File: src/rtl/pll_lock_sequencer_if.sv
// Loop-control bundle between the PFD/charge-pump analog block, the CSRs and the lock sequencer.
// The sequencer owns the slave side; the control/status block (or a bench) owns the master side.
interface pll_lock_sequencer_if #(
  parameter int CNT_W = 15
);
  logic             run;
  logic             pfd_pol;
  logic             pfd_enable;
  logic             ref_clk;
  logic             cp_oe;
  logic             cp_fast;
  logic             locked;
  logic             ref_present;
  logic [1:0]       state;
  logic [CNT_W-1:0] err_count;

  modport master (
    output run, pfd_pol, pfd_enable, ref_clk,
    input  cp_oe, cp_fast, locked, ref_present, state, err_count
  );

  modport slave (
    input  run, pfd_pol, pfd_enable, ref_clk,
    output cp_oe, cp_fast, locked, ref_present, state, err_count
  );
endinterface

File: src/rtl/pll_lock_sequencer.sv
// Windowed PFD/reference monitor that walks the VCXO loop through DISABLED/NO_REF/ACQUIRE/LOCKED.
// Decisions are taken on the last cycle of each window and are visible on the following cycle.
module pll_lock_sequencer #(
  parameter int WIN_CYCLES    = 16384,
  parameter int CNT_W         = 15,
  parameter int LOCK_THRESH   = 64,
  parameter int UNLOCK_THRESH = 256,
  parameter int LOCK_WINDOWS  = 8,
  parameter int REF_MIN       = 4
) (
  input logic                  clk,
  input logic                  rst_n,
  pll_lock_sequencer_if.slave  bus
);

  typedef enum logic [1:0] {
    ST_DISABLED = 2'b00,
    ST_NO_REF   = 2'b01,
    ST_ACQUIRE  = 2'b10,
    ST_LOCKED   = 2'b11
  } state_e;

  localparam int               WIN_W   = $clog2(WIN_CYCLES);
  localparam logic [CNT_W-1:0] CNT_MAX = '1;

  logic             pol_meta_q, pol_unused_q;
  logic [1:0]       en_sync_q;
  logic [2:0]       ref_sync_q;

  state_e           state_q, state_d;
  logic [WIN_W-1:0] win_cnt_q, win_cnt_d;
  logic [CNT_W-1:0] err_acc_q, err_acc_d;
  logic [CNT_W-1:0] ref_acc_q, ref_acc_d;
  logic [7:0]       good_cnt_q, good_cnt_d;
  logic [CNT_W-1:0] err_count_q, err_count_d;
  logic             ref_present_q, ref_present_d;
  logic             cp_oe_q, cp_oe_d;
  logic             cp_fast_q, cp_fast_d;
  logic             locked_q, locked_d;

  logic             pump_act, ref_edge, win_end;
  logic [CNT_W-1:0] err_sum, ref_sum;
  logic             ref_ok, err_sat, good_win, bad_lock;
  logic [7:0]       good_inc;

  // pfd_enable is active-low: a low synced sample is one cycle of pump activity.
  assign pump_act = ~en_sync_q[1];
  assign ref_edge = ref_sync_q[1] & ~ref_sync_q[2];
  assign win_end  = (win_cnt_q == WIN_W'(WIN_CYCLES - 1));

  // Window totals including the current cycle's samples, saturating at all-ones.
  assign err_sum  = (pump_act && (err_acc_q != CNT_MAX)) ? err_acc_q + CNT_W'(1) : err_acc_q;
  assign ref_sum  = (ref_edge && (ref_acc_q != CNT_MAX)) ? ref_acc_q + CNT_W'(1) : ref_acc_q;

  assign ref_ok   = (int'(ref_sum) >= REF_MIN);
  assign err_sat  = (err_sum == CNT_MAX);
  assign good_win = !err_sat && (int'(err_sum) <= LOCK_THRESH);
  assign bad_lock = err_sat || (int'(err_sum) > UNLOCK_THRESH);
  assign good_inc = good_cnt_q + 8'd1;

  always_comb begin
    state_d       = state_q;
    win_cnt_d     = win_cnt_q + WIN_W'(1);
    err_acc_d     = err_sum;
    ref_acc_d     = ref_sum;
    good_cnt_d    = good_cnt_q;
    err_count_d   = err_count_q;
    ref_present_d = ref_present_q;

    if (!bus.run) begin
      state_d    = ST_DISABLED;
      win_cnt_d  = '0;
      err_acc_d  = '0;
      ref_acc_d  = '0;
      good_cnt_d = '0;
    end else if (win_end) begin
      win_cnt_d     = '0;
      err_acc_d     = '0;
      ref_acc_d     = '0;
      err_count_d   = err_sum;
      ref_present_d = ref_ok;
      // A missing reference overrides every lock decision for this window.
      if (!ref_ok) begin
        state_d    = ST_NO_REF;
        good_cnt_d = '0;
      end else begin
        unique case (state_q)
          ST_DISABLED, ST_NO_REF: begin
            state_d    = ST_ACQUIRE;
            good_cnt_d = '0;
          end
          ST_ACQUIRE: begin
            if (!good_win) begin
              good_cnt_d = '0;
            end else if (good_inc >= 8'(LOCK_WINDOWS)) begin
              state_d    = ST_LOCKED;
              good_cnt_d = '0;
            end else begin
              good_cnt_d = good_inc;
            end
          end
          ST_LOCKED: begin
            if (bad_lock) begin
              state_d    = ST_ACQUIRE;
              good_cnt_d = '0;
            end
          end
        endcase
      end
    end

    cp_oe_d   = (state_d == ST_ACQUIRE) || (state_d == ST_LOCKED);
    cp_fast_d = (state_d == ST_ACQUIRE);
    locked_d  = (state_d == ST_LOCKED);
  end

  always_ff @(posedge clk or negedge rst_n) begin
    if (!rst_n) begin
      pol_meta_q    <= 1'b0;
      pol_unused_q  <= 1'b0;
      en_sync_q     <= '0;
      ref_sync_q    <= '0;
      state_q       <= ST_DISABLED;
      win_cnt_q     <= '0;
      err_acc_q     <= '0;
      ref_acc_q     <= '0;
      good_cnt_q    <= '0;
      err_count_q   <= '0;
      ref_present_q <= 1'b0;
      cp_oe_q       <= 1'b0;
      cp_fast_q     <= 1'b0;
      locked_q      <= 1'b0;
    end else begin
      pol_meta_q    <= bus.pfd_pol;
      pol_unused_q  <= pol_meta_q;
      en_sync_q     <= {en_sync_q[0], bus.pfd_enable};
      ref_sync_q    <= {ref_sync_q[1:0], bus.ref_clk};
      state_q       <= state_d;
      win_cnt_q     <= win_cnt_d;
      err_acc_q     <= err_acc_d;
      ref_acc_q     <= ref_acc_d;
      good_cnt_q    <= good_cnt_d;
      err_count_q   <= err_count_d;
      ref_present_q <= ref_present_d;
      cp_oe_q       <= cp_oe_d;
      cp_fast_q     <= cp_fast_d;
      locked_q      <= locked_d;
    end
  end

  assign bus.state       = state_q;
  assign bus.err_count   = err_count_q;
  assign bus.ref_present = ref_present_q;
  assign bus.cp_oe       = cp_oe_q;
  assign bus.cp_fast     = cp_fast_q;
  assign bus.locked      = locked_q;

endmodule
File: src/flat_wrapper.sv
// flat-port wrapper written by rule: the top's interface ports become plain ports
module pll_lock_sequencer_flat 
#(
  parameter int WIN_CYCLES    = 16384,
  parameter int CNT_W         = 15,
  parameter int LOCK_THRESH   = 64,
  parameter int UNLOCK_THRESH = 256,
  parameter int LOCK_WINDOWS  = 8,
  parameter int REF_MIN       = 4
)
  (clk, rst_n, bus_run, bus_pfd_pol, bus_pfd_enable, bus_ref_clk, bus_cp_oe, bus_cp_fast, bus_locked, bus_ref_present, bus_state, bus_err_count);
  pll_lock_sequencer_if #(.CNT_W(CNT_W)) bus_i ();
  input logic clk;
  input logic rst_n;
  input wire logic [$bits(bus_i.run)-1:0] bus_run;
  input wire logic [$bits(bus_i.pfd_pol)-1:0] bus_pfd_pol;
  input wire logic [$bits(bus_i.pfd_enable)-1:0] bus_pfd_enable;
  input wire logic [$bits(bus_i.ref_clk)-1:0] bus_ref_clk;
  output wire logic [$bits(bus_i.cp_oe)-1:0] bus_cp_oe;
  output wire logic [$bits(bus_i.cp_fast)-1:0] bus_cp_fast;
  output wire logic [$bits(bus_i.locked)-1:0] bus_locked;
  output wire logic [$bits(bus_i.ref_present)-1:0] bus_ref_present;
  output wire logic [$bits(bus_i.state)-1:0] bus_state;
  output wire logic [$bits(bus_i.err_count)-1:0] bus_err_count;
  assign bus_i.run = bus_run;
  assign bus_i.pfd_pol = bus_pfd_pol;
  assign bus_i.pfd_enable = bus_pfd_enable;
  assign bus_i.ref_clk = bus_ref_clk;
  assign bus_cp_oe = bus_i.cp_oe;
  assign bus_cp_fast = bus_i.cp_fast;
  assign bus_locked = bus_i.locked;
  assign bus_ref_present = bus_i.ref_present;
  assign bus_state = bus_i.state;
  assign bus_err_count = bus_i.err_count;
  pll_lock_sequencer #(.WIN_CYCLES(WIN_CYCLES), .CNT_W(CNT_W), .LOCK_THRESH(LOCK_THRESH), .UNLOCK_THRESH(UNLOCK_THRESH), .LOCK_WINDOWS(LOCK_WINDOWS), .REF_MIN(REF_MIN)) u_core (.clk(clk), .rst_n(rst_n), .bus(bus_i));
endmodule
File: config.mk
export PLATFORM = sky130hd
export DESIGN_NAME = pll_lock_sequencer_flat
export DESIGN_NICKNAME = d
export VERILOG_FILES = /design/src/rtl/pll_lock_sequencer_if.sv /design/src/rtl/pll_lock_sequencer.sv /design/src/flat_wrapper.sv
export SDC_FILE = /design/constraint.sdc
export NUM_CORES = 1
export LEC_CHECK = 0
export BUFFER_PORTS_ARGS = -buffer_cell sky130_fd_sc_hd__buf_2
export CELL_PAD_IN_SITES_DETAIL_PLACEMENT = 2
export CELL_PAD_IN_SITES_GLOBAL_PLACEMENT = 2
export CORE_MARGIN = 1
export CORE_UTILIZATION = 42
export CTS_BUF_LIST = sky130_fd_sc_hd__clkbuf_16
export DETAILED_ROUTE_END_ITERATION = 8
export GPL_TIMING_DRIVEN = 0
export PLACE_DENSITY_LB_ADDON = 0.1
export SLEW_MARGIN = 10
export SYNTH_ARGS = -nofsm -noshare
export SYNTH_HDL_FRONTEND = slang
export SYNTH_SLANG_ARGS = --single-unit
File: constraint.sdc
create_clock -name clk -period 5.2 [get_ports clk]
set_input_delay 1.04 -clock clk [delete_from_list [all_inputs] [get_ports clk]]
set_output_delay 1.04 -clock clk [all_outputs]
set_load 0.05 [all_outputs]
======== Word level (Yosys, flattened, before mapping) ========
Cells that the tools add are included.
operators by class
  magnitude comparators ................... 4
  muxes and demuxes ....................... 22
  $add $sub $neg .......................... 4
  reduce and logical (&&, ||, !) cells .... 10
  equal/unequal tests ..................... 11
  bitwise logic cells ..................... 3
operator list
  operator                                                            number
  two-way mux 15 bit                                                  6
  two-way mux 8 bit                                                   6
  adder 15 x 1 -> 15 bit, second input constant                       2
  != test 15 bit, second input constant                               2
  two-way mux 14 bit                                                  2
  case mux 8 bit (3 select lines)                                     1
  == test 15 bit, second input constant                               1
  greater-or-equal comparator 15 x 3 -> 1 bit, second input constant  1
  greater-than comparator 15 x 9 -> 1 bit, second input constant      1
  <= comparator 15 x 7 -> 1 bit, second input constant                1
  adder 14 x 1 -> 14 bit, second input constant                       1
  == test 14 bit, second input constant                               1
  two-way mux 2 bit                                                   6
  adder 8 x 1 -> 8 bit, second input constant                         1
  == test 2 bit, second input constant                                4
  greater-or-equal comparator 8 x 4 -> 1 bit, second input constant   1
  case mux 2 bit (3 select lines)                                     1
  != test 4 bit, second input constant                                1
  AND reduction 2 bit                                                 2
  logical AND 1 bit                                                   3
  == test 2 x 1 -> 1 bit, second input constant                       1
  logical NOT 2 bit                                                   1
  logical OR 1 bit                                                    2
  != test 2 x 1 -> 1 bit, second input constant                       1
  other kinds (4)                                                     5
storage, ports and cells
  register bits ........................... 78
  output and inout port bits .............. 21
  input port bits ......................... 6
  logic and storage cells ................. 66

======== Longest topological paths before layout ========
  depth in word-level cells ............... 13
  mapped depth ............................ 10
  gate-level depth less buffers ........... 9

======== Least setup slack after synthesis ========
OpenSTA, ideal clock, no wires.
  path kind ............................... flip-flop to flip-flop
  start point ............................. register u_core.err_acc_q[0]
  end point ............................... register u_core.good_cnt_q[1]
  period minus slack after synthesis ...... 2.466 ns
  slack ................................... 2.734 ns
  setup time .............................. 0.081 ns
  data required time ...................... 5.119 ns
  stages on the path, launching flop included .. 11
  buffers on the path ..................... 1
  data arrival time ....................... 2.385 ns
  path through ............................ dfrtp_1 -> ha_1 -> and4b_1 -> clkbuf_2 -> or2_2 -> o21ai_2 -> o221ai_2 -> o41ai_4 -> nand3_1 -> o31a_4 -> o22ai_2
on the way
  longest elaborated chain between the ends .. 11
  elaborated cells on any way between the ends .. 17
  classes of those cells .................. add/sub (1); order compare (2); eq/ne (3); mux (6); reduce/logical (5)
ends and longest elaborated chain
  element                                                                line                       RTL
  start, declared                                                        pll_lock_sequencer.sv:32   logic [CNT_W-1:0] err_acc_q, err_acc_d;
  start signal, assigned                                                 pll_lock_sequencer.sv:140  err_acc_q <= err_acc_d;
  branches (longest 2 deep; another with adder 15 x 1 -> 15 bit)         --
  two-way mux 15 bit (*)                                                 pll_lock_sequencer.sv:52   assign err_sum = (pump_act && (err_acc_q != CNT_MAX)) ? err_acc_q + CNT_W'(1) : err_acc_q;
  branches (longest 8 deep; another with <= comparator 15 x 7 -> 1 bit)  --
  end signal, assigned                                                   pll_lock_sequencer.sv:142  good_cnt_q <= good_cnt_d;
  end, declared                                                          pll_lock_sequencer.sv:34   logic [7:0] good_cnt_q, good_cnt_d;
Mark *: on every way between the ends. The select of a mux whose other input is x is not followed.
A chain may end at the register's enable or synchronous reset.

======== Final worst setup path ========
  start point ............................. register u_core.err_acc_q[0]
  end point ............................... register u_core.good_cnt_q[0]
Same word-level chain as after synthesis.

==> metrics.md <==
| Metric | Value |
|---|---|
| Initial DRC Count | `84` |
| Post-synthesis instance area | `4038 µm²` |
| Post-CTS Setup Inserts | `0` |
| Vias in the first global route | `3677` |
| Mapped Avg Cell Area | `about 9.7 µm²` |
| Setup Viol. Count Final | `0` |
| CTS tree | `done` |
| Post-synth top area share | `0.4834` |
| CTS Sinks | `78` |
| Top cells by area, synth | `dfrtp_1, nor2_1, nand2_1` |
| Worst slew pin tran | `approximately 0.9 ns` |
| Pwr dens | `288.6 nW/µm²` |
| Largest net degree at the start of global routing | `47` |
| GRT Total Usage | `0.2618` |
| Max Cap Viol | `0` |
| Crit path largest cell delay | `0.77 ns` |
| Synth unique cells | `70` |
| Core area | `9284 µm²` |
| Buffer and inverter count on the worst path | `0` |
| Syn_nets | `about 430` |
| Tmin final | `3.195 ns` |
| Bufs on Longest Clock Path | `2` |
| Antenna viol nets, final | `0` |
| Status | `complete, no violations` |
| Grt ovf | `0` |
| Peak supply drop | `150.8 µV` |
| Slew headroom | `0.3967` |
| Placed Cells | `between 500 and 600` |
| Crit path depth | `9` |
| Wire per inst | `slightly above 20 µm` |
| Ys async rst share | `1.000` |
| Cell Chain, Critical Path | `ha_1, nand3_1, nor4_2, nor3_2, xnor2_2, and4_2, nand4_1, or4_1, mux2i_1` |
| Crit path max fanout | `7` |
| Vias per std cell | `5.768` |
| Leakage power | `just over 2 nW` |
| Fin util | `0.5031` |
| Setup_tns | `0 ns` |
| Crit. End Element | `register` |
| First-pass GRT wire length | `between 20000 and 25000 µm` |
| CP Launch Point | `u_core.err_acc_q[0]` |
| Diode count | `0` |
| # IOs | `27` |
| EDFF count, synth | `0` |
| Clock Latency Late Sink | `around 0.34 ns` |
| Capturing point of the worst reg2reg path | `u_core.good_cnt_q[0]` |
| Via count | `3386` |
| Non-filler cells, final | `between 500 and 600` |
| IO buf count | `25` |
| Total Wirelength | `12190 µm` |
| Num CTS Buffers | `9` |
| Sequential share of the synthesized area | `0.4834` |
| CP top delay family | `simple AND/OR/NAND/NOR gates` |
| Startpoint types | `register` |
| Drt pass-1 iters | `4` |
| RSZ-0062 raised after global routing | `false` |
| HPWL after DPL | `8267 µm` |
| Clk slew on worst S/H paths | `0.06 ns` |
| Worst Hold Class | `register to register` |
| Most common cell after layout, fill and taps aside | `dfrtp_1` |
| Die Height | `100.0 µm` |
| RePlAce Congestion | `slightly below 0.8` |
| Synth area leader | `dfrtp_1` |
| Syn-to-layout area delta | `15.68%` |
| Layout cells sized above 1 | `0.1703` |
| Synth Instances | `416` |
| DR DRC count | `0` |
| CP endpoint | `u_core.good_cnt_q[0]` |
| Max Transition Viols Final | `0` |
| Max Clock Freq | `approximately 310 MHz` |
| Final Skew | `0.009603 ns` |
| FF+latch count, synth | `78` |
| Commonest cells after routing, fill and taps aside | `dfrtp_1, nor2_1, nand2_1, buf_2, nand3_1` |
| Flop2flop setup slack | `~2 ns` |
| Commonest register cell after synthesis | `dfrtp_1` |
| CP required | `5.46 ns` |
| Root Driver | `clkbuf_16` |
| Initial Util | `0.4349` |
| CP arrival | `3.45 ns` |
| Synth warn | `0` |
| Post-CTS sizing | `0` |
| R2R depth | `9` |
| Crit Path Class | `register to register` |
| Die width | `100.0 µm` |
| CP max-delay cell | `nor4_2` |
| Hold Violations, Final | `0` |
| Nets | `464` |
| Reg-to-reg startpoint | `u_core.err_acc_q[0]` |
| Die area | `10010 µm²` |
| Hold Slack | `0.3588 ns` |
| CTS hold repair buffers | `0` |
| Final Cycle Share | `0.6145` |
| Antenna violations before repair | `0` |
| Site Rows | `35` |
| Htree depth | `3` |
registers in the layout, summed over array words and instances, names as in the netlist:
| name | flops |
|---|---|
| u_core.ref_acc_q | 15 |
| u_core.en_sync_q | 2 |
| u_core.bus.ref_present | 1 |
| u_core.bus.cp_oe | 1 |
| u_core.ref_sync_q | 3 |
| u_core.win_cnt_q | 14 |
| u_core.good_cnt_q | 8 |
| u_core.err_acc_q | 15 |
| u_core.bus.state | 2 |
| u_core.bus.cp_fast | 1 |
| u_core.bus.err_count | 15 |
| u_core.bus.locked | 1 |
Yosys cell counts (3+ instances only):
cell type,number
a211oi_1,3
a21oi_1,14
a31o_2,4
a31oi_1,8
and2_1,3
and3_1,11
and4_1,5
and4b_1,3
buf_2,4
clkbuf_1,7
dfrtp_1,78
ha_1,5
inv_1,9
mux2_2,3
nand2_1,40
nand3_1,21
nand4_1,9
nor2_1,56
nor2b_1,8
nor3_1,8
nor4_1,7
o21ai_0,19
or2_2,5
or3_1,4
xnor2_1,16
xor2_1,11
how the worst min path moves through the flow:
stage,cells after the start,start,slack [ns],to
2_1_floorplan,0,u_core.en_sync_q[0],0.33,u_core.en_sync_q[1]
3_3_place_gp,0,u_core.ref_sync_q[0],0.33,u_core.ref_sync_q[1]
3_5_place_dp,0,u_core.ref_sync_q[0],0.35,u_core.ref_sync_q[1]
4_1_cts,0,u_core.ref_sync_q[0],0.36,u_core.ref_sync_q[1]
5_1_grt,0,u_core.ref_sync_q[0],0.36,u_core.ref_sync_q[1]
6_report,0,u_core.ref_sync_q[0],0.36,u_core.ref_sync_q[1]
cells by family (layout without fill, tap and decap cells):
group	count (synthesis)	in the layout	share of synthesized area
compound gates	70	70	0.1255
xor+xnor	28	28	0.06260
fa+ha+maj	5	5	0.01549
buf+inv	25	67	0.02603
flops	78	78	0.4834
mux	5	5	0.01332
simple gates	205	205	0.2736
final cells by class:
type,count,area [µm²]
fill,1010,4613
tap,129,161.4
buffer,15,67.56
clock buffer,9,225.2
sequential,78,1952
timing repair buffer,26,155.1
inverter,10,37.54
clock inverter,7,91.34
multi-input combinational,313,1981
per-layer routing:
layer  wire length [µm]  share of wire  up-vias  GRT usage
li1                   -              -     1564          -
met1               5637           0.46     1756     0.3438
met2               6072           0.50       48     0.4477
met3                314          0.026       18    0.04805
met4                163          0.013        0    0.06689
met5                  0              0        -          0
power breakdown:
part           switching, mW  internal (mW)  total, mW
Clock                  0.256          0.418      0.674
Sequential           0.00882          0.614      0.623
Combinational         0.0360         0.0153     0.0512
per-stage QoR:
step	power [mW]	setup WS (ns)	cell area [µm²]
after floorplan	0.6551	2.734	4038
after global placement	0.6791	2.246	4324
after detailed placement	0.6855	2.086	4354
after CTS	1.361	2.047	4671
after global routing	1.386	1.843	4671
final	1.348	2.005	4671
Note: power is estimated with default switching activity, not from simulation.
